File: src/rtl/wave_gen_pkg.sv
// rtl/wave_gen_pkg.sv - shared types, reset defaults and tuning-word helper for wave_gen
//
// Contents:
//   mode_e        waveform select (saw, triangle, square, mute)
//   cfg_t         one oscillator configuration {fcw, mode, duty}
//   DUTY_DEFAULT  square threshold after reset
//   MODE_DEFAULT  waveform after reset
//   fcw_from_freq tuning word for a note frequency at a given sample rate
package wave_gen_pkg;

    // Widest supported phase accumulator; cfg_t carries fcw at this width
    // and wave_gen uses the low phase_width_p bits.
    localparam int unsigned FCW_W = 32;

    typedef enum logic [1:0] {
        MODE_SAW  = 2'd0,
        MODE_TRI  = 2'd1,
        MODE_SQR  = 2'd2,
        MODE_MUTE = 2'd3
    } mode_e;

    typedef struct packed {
        logic [FCW_W-1:0] fcw;
        mode_e            mode;
        logic [7:0]       duty;
    } cfg_t;

    localparam logic [7:0] DUTY_DEFAULT = 8'd128;
    localparam mode_e      MODE_DEFAULT = MODE_TRI;

    // Rounded fcw = note_hz * 2^phase_w / fs_hz.
    function automatic logic [FCW_W-1:0] fcw_from_freq(input int unsigned note_hz,
                                                       input int unsigned fs_hz,
                                                       input int unsigned phase_w);
        longint unsigned num;
        num = (longint'(note_hz) << phase_w) + longint'(fs_hz / 2);
        return FCW_W'(num / longint'(fs_hz));
    endfunction

endpackage

File: src/rtl/wave_shaper.sv
// rtl/wave_shaper.sv - combinational map of phase top bits to a signed sample
//
// Ports:
//   t       in   width_p  top width_p bits of the phase accumulator (unsigned)
//   mode    in   2        mode_e waveform select
//   duty    in   8        square high-time threshold (of 256)
//   sample  out  width_p  two's complement sample
module wave_shaper
    import wave_gen_pkg::*;
#(
    parameter int width_p = 12
) (
    input  logic [width_p-1:0] t,
    input  logic [1:0]         mode,
    input  logic [7:0]         duty,
    output logic [width_p-1:0] sample
);

    localparam logic [width_p-1:0] HALF     = {1'b1, {(width_p-1){1'b0}}};
    localparam logic [width_p-1:0] FULL_POS = {1'b0, {(width_p-1){1'b1}}};
    // -(HALF-1) modulo 2^width_p
    localparam logic [width_p-1:0] FULL_NEG = {1'b1, {(width_p-2){1'b0}}, 1'b1};

    logic [width_p-2:0] fold;

    always_comb begin
        // Second half of the cycle mirrors the first, giving the falling edge.
        fold   = t[width_p-1] ? ~t[width_p-2:0] : t[width_p-2:0];
        sample = '0;
        case (mode_e'(mode))
            MODE_SAW: sample = t - HALF;
            MODE_TRI: sample = {fold, 1'b0} - HALF;
            MODE_SQR: sample = (t[width_p-1 -: 8] < duty) ? FULL_POS : FULL_NEG;
            default:  sample = '0;    // mute
        endcase
    end

endmodule

File: src/rtl/wave_gen.sv
// rtl/wave_gen.sv - phase-accumulator oscillator with handshaked, wrap-aligned config
//
// Optional feature macro: WAVE_GEN_HARD_SYNC_EN (adds sync_i hard phase reset).
//
// Ports:
//   clk_i        in   1              clock
//   reset_ni     in   1              asynchronous active-low reset
//   sync_i       in   1              (WAVE_GEN_HARD_SYNC_EN only) force phase to 0
//   cfg_valid_i  in   1              configuration offered
//   cfg_ready_o  out  1              configuration can be accepted
//   fcw_i        in   phase_width_p  frequency tuning word
//   mode_i       in   2              0=saw 1=triangle 2=square 3=mute
//   duty_i       in   8              square high-time threshold (of 256)
//   ready_i      in   1              downstream accepts sample
//   valid_o      out  1              sample valid
//   data_o       out  width_p        signed sample
module wave_gen
    import wave_gen_pkg::*;
#(
    parameter int width_p       = 12,
    parameter int phase_width_p = 24,
    parameter int default_fcw_p = 167398
) (
    input  logic                     clk_i,
    input  logic                     reset_ni,
`ifdef WAVE_GEN_HARD_SYNC_EN
    input  logic                     sync_i,
`endif
    input  logic                     cfg_valid_i,
    output logic                     cfg_ready_o,
    input  logic [phase_width_p-1:0] fcw_i,
    input  logic [1:0]               mode_i,
    input  logic [7:0]               duty_i,
    input  logic                     ready_i,
    output logic                     valid_o,
    output logic [width_p-1:0]       data_o
);

    localparam logic ST_IDLE = 1'b0;
    localparam logic ST_PEND = 1'b1;

    localparam cfg_t CFG_RESET = '{fcw: FCW_W'(default_fcw_p), mode: MODE_DEFAULT, duty: DUTY_DEFAULT};

    logic                     state;
    logic [phase_width_p-1:0] phase;
    cfg_t                     active_cfg;
    cfg_t                     pend_cfg;

    logic                     sync;
    logic                     accept;
    logic                     cfg_hs;
    logic                     wrap;
    logic                     apply_pend;
    logic [FCW_W:0]           phase_sum;
    logic [phase_width_p-1:0] phase_next;
    logic [width_p-1:0]       shape_t;
    mode_e                    shape_mode;
    logic [7:0]               shape_duty;
    logic [width_p-1:0]       shape_out;
    logic                     unused_sum;

`ifdef WAVE_GEN_HARD_SYNC_EN
    assign sync = sync_i;
`else
    assign sync = 1'b0;
`endif

    // valid_o doubles as "out of reset": nothing is offered or accepted
    // until the first sample has been loaded.
    assign cfg_ready_o = valid_o & (state == ST_IDLE);
    assign accept      = valid_o & ready_i;
    assign cfg_hs      = cfg_valid_i & cfg_ready_o;

    // Carry out of bit phase_width_p-1 marks the phase wrap.
    assign phase_sum  = {1'b0, FCW_W'(phase)} + {1'b0, active_cfg.fcw};
    assign phase_next = phase_sum[phase_width_p-1:0];
    assign wrap       = phase_sum[phase_width_p];
    assign unused_sum = ^phase_sum;

    // A zero tuning word never wraps, so it must not block a pending config.
    assign apply_pend = (state == ST_PEND) &
                        (sync | (accept & (wrap | (active_cfg.fcw == '0))));

    // The sample loaded on the apply edge already uses the new shape,
    // while the increment above still uses the old fcw.
    assign shape_mode = apply_pend ? pend_cfg.mode : active_cfg.mode;
    assign shape_duty = apply_pend ? pend_cfg.duty : active_cfg.duty;
    assign shape_t    = (sync | ~valid_o) ? '0 : phase_next[phase_width_p-1 -: width_p];

    wave_shaper #(
        .width_p (width_p)
    ) u_shaper (
        .t      (shape_t),
        .mode   (shape_mode),
        .duty   (shape_duty),
        .sample (shape_out)
    );

    always_ff @(posedge clk_i or negedge reset_ni) begin
        if (!reset_ni) begin
            state      <= ST_IDLE;
            phase      <= '0;
            data_o     <= '0;
            valid_o    <= 1'b0;
            active_cfg <= CFG_RESET;
            pend_cfg   <= CFG_RESET;
        end else begin
            valid_o <= 1'b1;

            if (sync) begin
                phase <= '0;
            end else if (accept) begin
                phase <= phase_next;
            end

            if (sync || !valid_o || accept) begin
                data_o <= shape_out;
            end

            // apply_pend needs PEND and cfg_hs needs IDLE, so at most one fires.
            if (apply_pend) begin
                active_cfg <= pend_cfg;
                state      <= ST_IDLE;
            end
            if (cfg_hs) begin
                pend_cfg <= '{fcw: FCW_W'(fcw_i), mode: mode_e'(mode_i), duty: duty_i};
                state    <= ST_PEND;
            end
        end
    end

endmodule

File: config.mk
export PLATFORM = sky130hd
export DESIGN_NAME = wave_gen
export DESIGN_NICKNAME = d
export VERILOG_FILES = /design/src/rtl/wave_gen_pkg.sv /design/src/rtl/wave_shaper.sv /design/src/rtl/wave_gen.sv
export SDC_FILE = /design/constraint.sdc
export NUM_CORES = 1
export LEC_CHECK = 0
export CAP_MARGIN = 20
export CORE_MARGIN = 5
export CORE_UTILIZATION = 35
export CTS_BUF_LIST = sky130_fd_sc_hd__clkbuf_4 sky130_fd_sc_hd__clkbuf_8
export DETAILED_ROUTE_END_ITERATION = 12
export PLACE_DENSITY = 0.55
export SYNTH_ARGS = -nofsm -noshare
export SYNTH_HDL_FRONTEND = slang
export SYNTH_SLANG_ARGS = --single-unit
File: constraint.sdc
create_clock -name clk_i -period 4.3 [get_ports clk_i]
set_input_delay 0.86 -clock clk_i [delete_from_list [all_inputs] [get_ports clk_i]]
set_output_delay 0.86 -clock clk_i [all_outputs]
set_load 0.01 [all_outputs]
==> results of run 1 <==
-- layout make-up --
class,count,area [um2]
clock buffers,10,138
clock inverters,6,95.1
fillers,1540,9070
inverters,16,60.1
multi-input cells,384,3120
flip-flops and latches,106,2680
well taps,220,275
repair buffers,126,1080
-- power by group through the flow --
stage | logic [uW] | registers, uW | clock network [uW]
finish | 4070 | 1870 | 723
global route | 4460 | 1920 | 779
CTS | 3880 | 1870 | 744
detailed placement | 3840 | 1890 | 0
global placement | 3770 | 1870 | 0
floorplan | 2550 | 1790 | 0
-- through the flow --
step	hold WS, ps	area [um2]	TNS, ps
floorplan	456	5890	-71.3
CTS	503	7310	-151
finish	500	7450	-640
global route	528	7450	-2860
detailed placement	482	7070	-524
global placement	471	7070	-203
-- path summary, 6_finish.rpt --
| kind | startpoint | end | slack (ps) |
|---|---|---|---|
| min in group clk_i | phase[5]$_DFFE_PN0P_ | phase[5]$_DFFE_PN0P_ | 500 |
| min reg2reg | phase[5]$_DFFE_PN0P_ | phase[5]$_DFFE_PN0P_ | 500 |
| max | active_cfg[25]$_DFFE_PN1N_ | data_o[9]$_DFFE_PN0P_ | -110 |
| min | reset_ni | active_cfg[22]$_DFFE_PN0N_ | 500 |
| max in group asynchronous | reset_ni | active_cfg[25]$_DFFE_PN1N_ | 2920 |
| max reg2reg | active_cfg[25]$_DFFE_PN1N_ | data_o[9]$_DFFE_PN0P_ | -110 |
-- repair_timing --
action / in CTS / in global routing
cloned: 0 / 0
buffers inserted: 1 / 9
gates resized for setup: 4 / 23
pin swaps: 0 / 11
setup endpoints to repair: 10 / 11
-- cell usage in the layout (no fill, tap or decap), types with 3 or more instances in the layout --
master           instances
a211oi_1                 3
nor3_1                   3
a21o_1                  13
buf_4                   74
o21ai_1                  6
inv_1                   16
a21oi_1                 23
and3_1                   3
o21ai_2                  7
nor2_1                  23
dfstp_2                 24
clkbuf_8                10
a211oi_2                 3
and2_1                   6
o21ai_0                 31
a22oi_1                  5
mux2_2                  77
nor4_1                   6
nand4_1                  6
dfrtp_1                 82
nand2_1                 34
inv_6                    3
ha_1                    30
clkdlybuf4s50_1         50
o211ai_1                 6
mux2i_1                  3
nand3_1                 11
xor2_1                  13
nor2b_1                  4
nand2b_1                 5
xnor2_1                 13
o21a_1                   3
-- registers in the layout (all words and copies together) (netlist names) --
signal and count:
pend_cfg 34, state 1, phase 24, data_o 12, active_cfg 34, valid_o 1
-- critical path, cell delays in order (launching register included) --
cell      delay [ps]
dfstp_2          600
ha_4             210
a21o_1           170
a31o_1           190
a221oi_2         280
o21ai_2          110
or4_4            470
a31oi_4          250
xnor2_2           80
and2_1           160
ha_1             300
nand4_1          110
inv_1             50
nand4_1          110
o21ai_1           60
or3_1            300
a221o_2          420
buf_6            150
o21ai_2          120
a31oi_1           60
o211ai_1         120
-- per-layer routing --
metal / part of all wire / wire length [um]
met1: 0.49 / 6800
met2: 0.46 / 6450
met3: 0.038 / 525
met4: 0.015 / 212
met5: 0 / 0
-- logic make-up (layout without fill, tap and decap cells) --
logic type,after synthesis,in the layout
AOI/OAI and AO/OA,129,129
and+or+nand+nor,113,113
DFF,106,106
muxes,81,81
buffers and inverters,34,158
adders and majority gates,32,32
xor gates and xnor gates,28,28
other,1,1
==> results_dict.tcl, run 1 <==
set metrics [dict create \
    status "complete, but fails checks" \
    failed_checks "negative setup slack" \
    ant_nets 0 \
    synth_area_per_cell_um2 11.2 \
    grt_busiest_layer "met2" \
    path_clk_slew_ps 110 \
    start_util 0.354 \
    netSwitchingPower_uw 2720 \
    max_cap_viol_count 0 \
    grt_max_degree 54 \
    synth-compound-area-share 0.154 \
    met1_usage 0.203 \
    clock-sinks 106 \
    place.gp.congestion 0.853 \
    synth-simple-area-share 0.0968 \
    synth_adder_area_share 0.0697 \
    grt_overflow_total 0 \
    leakage_uw 0.00332 \
    power_frac_seq 0.280 \
    coreArea_mm2 0.0165 \
    period_share 1.03 \
    grt_pass1_vias 4553 \
    report.power.total_uw 6660 \
    cts_made_buffers 9 \
    crit_type "reg2reg" \
    synth_area_mm2 0.00585 \
    synth.yosys.seq_area_share 0.458 \
    switching_share 0.408 \
    dr.first_iter.drc_count 177 \
    synth.distinct_cells 68 \
    n_antenna_cell 0 \
    drv_slew 0 \
    start_kind "flip-flop" \
    synth_most_common_cell "dfrtp_1" \
    period_needed_ps 4410 \
    reg2reg_depth 20 \
    place.port_buffers 51 \
    wl_mm 14.0 \
    pin_count 52 \
    die_w_um 139 \
    fmax_mhz 227 \
    final_hold_viol_count 0 \
    ys_async_sr_fraction 1.00 \
    rsz0062_at_grt "yes" \
    post-route-util 0.451 \
    root_buffer "clkbuf_8" \
    internal_power_uw 3940 \
    synth_cells 524 \
    dieArea_mm2 0.0194 \
    synth-main-ff-cell "dfrtp_1" \
    pre_cts_ws_ps -108 \
    skew_ps 17.5 \
    hold_path_class "in2async" \
    worstMarginPinSlew_ps 801 \
    dieHeight_um 139 \
    synthMuxAreaShare 0.155 \
    worstPathMaxFanout 5 \
    grt_pass1_wl_mm 23.2 \
    layout.cells.non_filler 868 \
    met2_usage 0.235 \
    combPwrFrac 0.611 \
    synth_top_family_by_area "multiplexers" \
    slew-limit-headroom 0.464 \
    cp-end-kind "flip-flop" \
    hold_buffers 0 \
    ys_top_cells_by_count "dfrtp_1 (82), mux2_2 (77), o21ai_0 (41), nand2_1 (34), ha_1 (31)" \
    antenna_found_initial 0 \
    yosys_warnings 0 \
    syn_nets 594 \
    clkPwrFrac 0.108 \
    synth_xor_area_frac 0.0419 \
    drt_pre_antenna_iters 4 \
    synthTopCellsByArea "dfrtp_1 (35%), mux2_2 (15%), dfstp_2 (11%)" \
    synth-edff-count 0 \
    cts_tree "done" \
    netlist.area_leader.share 0.351 \
    placed_cells 841 \
    ys_ff_latch 106 \
    met3_usage 0.0268 \
    yosys.area.top_type "dfrtp_1" \
    avgRoutedWirePerCell_um 16.1 \
    vdd_drop_max_mv 0.249 \
    cts_max_path_buffers 2 \
    powerDensity_mw_per_mm2 894 \
    synthToLayoutAreaGrowth_pct 27.3 \
    required_ps 4600 \
    cts.htree.levels 3 \
    insertion_delay_ps 400 \
    vias 4460 \
    worstPathArrival_ps 4710 \
    fin_nets 713 \
    rows 47 \
    final.setup.worst_slack_ps -109 \
    avgViaCountPerCell 5.14 \
    drcViolationCount 0 \
    grtUsageTotal 0.146 \
    setup_viol 10 \
    dp_hpwl_mm 10.6 \
    drive_above_1_share 0.341 \
]
Power figures use the tool's default switching activity.
==> run 2, diff against run 1 <==
- SKIP_LAST_GASP: unset -> 1
==> results_dict.tcl, run 2 (synthesized netlist as in run 1, its figures left out) <==
set metrics [dict create \
    fmax_mhz 227 \
    hold_ws_ps 500 \
    vias 4449 \
    insertion_delay_ps 400 \
    start_util 0.354 \
    synthToLayoutAreaGrowth_pct 27.3 \
    crit_type "reg2reg" \
    max_cap_viol_count 0 \
    post-route-util 0.451 \
    grtUsageTotal 0.146 \
    leakage_uw 0.00332 \
    place.gp.congestion 0.853 \
    ant_nets 0 \
    dieArea_mm2 0.0194 \
    timing.rr.end "data_o[9]$_DFFE_PN0P_" \
    cts_max_path_buffers 2 \
    period_share 1.03 \
    worstPathMaxFanout 5 \
    worstMarginPinSlew_ps 818 \
    failed_checks "negative setup slack" \
    wl_mm 14.0 \
    n_antenna_cell 0 \
    hold_path_class "in2async" \
    dieHeight_um 139 \
    layout.cells.non_filler 868 \
    layout_common_cells "dfrtp_1 (82), mux2_2 (77), buf_4 (74)" \
    avgRoutedWirePerCell_um 16.1 \
    rows 47 \
    clock-sinks 106 \
    cts_tree "done" \
    drv_slew 0 \
    fillers 1540 \
    start_kind "flip-flop" \
    dp_hpwl_mm 10.6 \
    setup_viol 10 \
    final_hold_viol_count 0 \
    cts.htree.levels 3 \
    coreArea_mm2 0.0165 \
    r2r_slack_ps -110 \
    status "complete, but fails checks" \
    pin_count 52 \
    largestRegisters "active_cfg x34, pend_cfg x34, phase x24" \
    path_clk_slew_ps 110 \
    place.port_buffers 51 \
    grt_max_degree 54 \
    rr_startpoint "active_cfg[25]$_DFFE_PN1N_" \
    worstPathArrival_ps 4710 \
    rsz0062_at_grt "yes" \
    vdd_drop_max_mv 0.249 \
    skew_ps 17.5 \
    drive_above_1_share 0.341 \
    slew-limit-headroom 0.453 \
    fin_nets 713 \
    final.setup.worst_slack_ps -110 \
    required_ps 4600 \
    grt_pass1_wl_mm 23.2 \
    root_buffer "clkbuf_8" \
    powerDensity_mw_per_mm2 893 \
    placed_cells 841 \
    drt_pre_antenna_iters 4 \
    cts_made_buffers 9 \
    drcViolationCount 0 \
    final_common_cell "dfrtp_1" \
    period_needed_ps 4410 \
    reg2reg_depth 20 \
    dr.first_iter.drc_count 172 \
    pre_cts_ws_ps -108 \
    grt_overflow_total 0 \
    avgViaCountPerCell 5.13 \
    antenna_found_initial 0 \
    grt_pass1_vias 4553 \
    cp-end-kind "flip-flop" \
    die_w_um 139 \
]
-- run 2: changes by cell type in the layout (fill, tap and decap cells not counted) --
cell,delta
o21ai_0,+1
a21boi_0,+1
o21ai_1,-1
a21boi_1,-1
-- run 2: report_power, final --
part / internal [uW] / switching [uW] / total (uW)
Combinational: 2040 / 2030 / 4070
Sequential: 1550 / 319 / 1870
Clock: 351 / 371 / 723
-- run 2: layout make-up --
cell class | count | area [um2] | share of cell area
timing repair buffer | 126 | 1080 | 0.145
clock buffer | 10 | 138 | 0.0185
inverter | 16 | 60.1 | 0.00806
sequential | 106 | 2680 | 0.360
tap | 220 | 275 | 0.0369
multi-input combinational | 384 | 3120 | 0.419
clock inverter | 6 | 95.1 | 0.0128
-- run 2: critical path, cell delays in order, from the launching register on --
cell,delay [ps]
dfstp_2,600
ha_4,210
a21o_1,170
a31o_1,190
a221oi_2,280
o21ai_2,110
or4_4,470
a31oi_4,250
xnor2_2,80
and2_1,160
ha_1,300
nand4_1,110
inv_1,50
nand4_1,110
o21ai_1,60
or3_1,300
a221o_2,420
buf_6,150
o21ai_2,120
a31oi_1,60
o211ai_1,120
-- run 2: worst max path at each step --
| stage | to | start | slack, ps |
|---|---|---|---|
| after floorplan | data_o[4]$_DFFE_PN0P_ | active_cfg[25]$_DFFE_PN1N_ | -70 |
| after global placement | data_o[4]$_DFFE_PN0P_ | active_cfg[25]$_DFFE_PN1N_ | -80 |
| after detailed placement | data_o[4]$_DFFE_PN0P_ | phase[0]$_DFFE_PN0P_ | -110 |
| after CTS | data_o[4]$_DFFE_PN0P_ | active_cfg[25]$_DFFE_PN1N_ | -100 |
| after global routing | data_o[4]$_DFFE_PN0P_ | active_cfg[11]$_DFFE_PN1N_ | -300 |
| final | data_o[9]$_DFFE_PN0P_ | active_cfg[25]$_DFFE_PN1N_ | -110 |
-- run 2: routing by layer --
layer  track usage  share of wire  vias to the layer above  wire, um
met1         0.203           0.49                     2178      6790
met4        0.0412          0.015                        0       212
met2         0.235           0.46                       94      6450
met3        0.0268          0.038                       20       526
li1              -              -                     2157         -
met5             0              0                        -         0
-- run 2: through the flow --
stage	power, uW	instance area [um2]	setup TNS [ps]
6_report	6660	7450	-664
5_1_grt	7160	7450	-2880
3_3_place_gp	5640	7070	-203
2_1_floorplan	4330	5890	-71.3
3_5_place_dp	5720	7070	-524
4_1_cts	6490	7310	-156
-- run 2: timing repair --
| item | 4_1_cts | 5_1_grt |
|---|---|---|
| endpoints found under the hold margin | 0 | 0 |
| hold buffers | 0 | 0 |
| resized for setup | 2 | 23 |
| buffers inserted | 1 | 9 |
| endpoints found under the setup margin | 10 | 11 |
| gates cloned | 0 | 0 |
| pin swaps | 0 | 11 |
==> run 3, diff against run 2 <==
- CAP_MARGIN: 20 -> unset
- RECOVER_POWER: unset -> 100
==> results_dict.tcl, run 3 (synthesized netlist as in run 1, its figures left out) <==
set metrics [dict create \
    status "complete, but fails checks" \
    failed_checks "max-capacitance violations, max-slew violations, negative setup slack" \
    root_buffer "clkbuf_8" \
    grt_max_degree 54 \
    final_hold_viol_count 0 \
    hold_path_class "reg2reg" \
    insertion_delay_ps 400 \
    slew-limit-headroom -0.877 \
    crit_type "reg2reg" \
    cts_max_path_buffers 2 \
    layout.cells.non_filler 867 \
    wl_mm 13.9 \
    grt_pass1_wl_mm 23.2 \
    required_ps 4610 \
    met1_usage 0.203 \
    rows 47 \
    skew_ps 16.7 \
    worstMarginPinSlew_ps 2810 \
    start_kind "flip-flop" \
    max_cap_viol_count 2 \
    dr.first_iter.drc_count 211 \
    post-route-util 0.449 \
    drcViolationCount 0 \
    grtUsageTotal 0.146 \
    crit_end "data_o[9]$_DFFE_PN0P_" \
    worstPathMaxFanout 5 \
    placed_cells 841 \
    clock-sinks 106 \
    coreArea_mm2 0.0165 \
    layout_common_cells "dfrtp_1 (82), mux2_2 (74), buf_4 (66)" \
    cts_made_buffers 9 \
    met3_usage 0.0268 \
    drive_above_1_share 0.328 \
    drv_slew 86 \
    reg2reg_depth 20 \
    dieHeight_um 139 \
    grt_overflow_total 0 \
    crit_start "active_cfg[25]$_DFFE_PN1N_" \
    n_antenna_cell 0 \
    avgRoutedWirePerCell_um 16.1 \
    vias 4427 \
    vdd_drop_max_mv 0.249 \
    period_share 1.02 \
    cp-end-kind "flip-flop" \
    powerDensity_mw_per_mm2 893 \
    grt_pass1_vias 4553 \
    largestRegisters "active_cfg x34, pend_cfg x34, phase x24" \
    place.gp.congestion 0.853 \
    dp_hpwl_mm 10.6 \
    start_util 0.354 \
    cts_tree "done" \
    place.port_buffers 51 \
    fmax_mhz 228 \
    timing.rr.end "data_o[9]$_DFFE_PN0P_" \
    ant_nets 0 \
    holdPathStages 2 \
    cts.htree.levels 3 \
    final.setup.worst_slack_ps -92.1 \
    setup_viol 10 \
    synthToLayoutAreaGrowth_pct 26.7 \
    grt_busiest_layer "met2" \
    fin_nets 712 \
    leakage_uw 0.00331 \
    worstPathArrival_ps 4700 \
    r2r_slack_ps -90 \
    drt_pre_antenna_iters 4 \
    path_clk_slew_ps 100 \
    avgViaCountPerCell 5.11 \
    antenna_found_initial 0 \
    met2_usage 0.235 \
    die_w_um 139 \
    pin_count 52 \
    rr_startpoint "active_cfg[25]$_DFFE_PN1N_" \
    period_needed_ps 4390 \
    rsz0062_at_grt "yes" \
    final_common_cell "dfrtp_1" \
    dieArea_mm2 0.0194 \
]
==> run 3: cell types whose count changed in the layout (fill, tap and decap cells not counted), sizes merged <==
cell	before	now
clkdlybuf4s50	50	36
dlygate4sd3	0	14
buf	76	67
clkbuf	10	18
==> run 3: how the worst min path moves through the flow <==
stage | start | end | slack, ps
floorplan | phase[10]$_DFFE_PN0P_ | phase[10]$_DFFE_PN0P_ | 460
global placement | phase[9]$_DFFE_PN0P_ | phase[9]$_DFFE_PN0P_ | 470
detailed placement | phase[9]$_DFFE_PN0P_ | phase[9]$_DFFE_PN0P_ | 480
CTS | phase[2]$_DFFE_PN0P_ | phase[2]$_DFFE_PN0P_ | 500
global route | pend_cfg[14]$_DFFE_PN0P_ | active_cfg[14]$_DFFE_PN0N_ | 530
finish | phase[5]$_DFFE_PN0P_ | phase[5]$_DFFE_PN0P_ | 500
==> run 3: final cells by class <==
| type | instances | area [um2] |
|---|---|---|
| multi-input combinational | 384 | 3120 |
| fill | 1549 | 9110 |
| clock buffer | 10 | 138 |
| clock inverter | 6 | 95.1 |
| tap | 220 | 275 |
| timing repair buffer | 125 | 1040 |
| sequential | 106 | 2680 |
| inverter | 16 | 60.1 |
==> run 3: through the flow <==
step | worst slack [ps] | instance area [um2] | hold WS, ps | power [uW] | TNS (ps)
after floorplan | -71.3 | 5890 | 456 | 4330 | -71.3
after global placement | -78.9 | 7070 | 471 | 5640 | -203
after detailed placement | -108 | 7070 | 482 | 5720 | -524
after CTS | -95.5 | 7310 | 503 | 6490 | -156
after global routing | -302 | 7410 | 528 | 7130 | -2880
final | -92.1 | 7410 | 499 | 6620 | -525
==> run 3: routing by layer <==
layer	wire length, um	vias to the layer above	part of all wire
met4	204	0	0.015
met2	6480	99	0.46
met5	0	-	0
met3	585	18	0.042
li1	-	2157	-
met1	6680	2153	0.48
==> run 3: timing repair <==
action | 4_1_cts | 5_1_grt
hold endpoints to repair | 0 | 0
hold buffers | 0 | 0
gates resized for setup | 2 | 23
endpoints found under the setup margin | 10 | 11
setup buffers | 1 | 9
pin swaps | 0 | 11
==> run 3: power breakdown <==
| group | internal [uW] | total [uW] | switching, uW |
|---|---|---|---|
| Clock | 351 | 723 | 371 |
| Combinational | 2020 | 4040 | 2020 |
| Sequential | 1550 | 1860 | 315 |
| Total | 3920 | 6620 | 2700 |
==> run 3: critical path: stages, from the launching register on <==
cell and delay (ps):
dfstp_2 600, ha_4 210, a21o_1 160, a31o_1 190, a221oi_2 280, o21ai_2 110, or4_4 470, a31oi_4 250
xnor2_2 80, and2_1 160, ha_1 300, nand4_1 110, inv_1 50, nand4_1 110, o21ai_1 60, or3_1 300
a221o_2 420, buf_6 150, o21ai_2 120, a31oi_1 60, o211ai_1 110
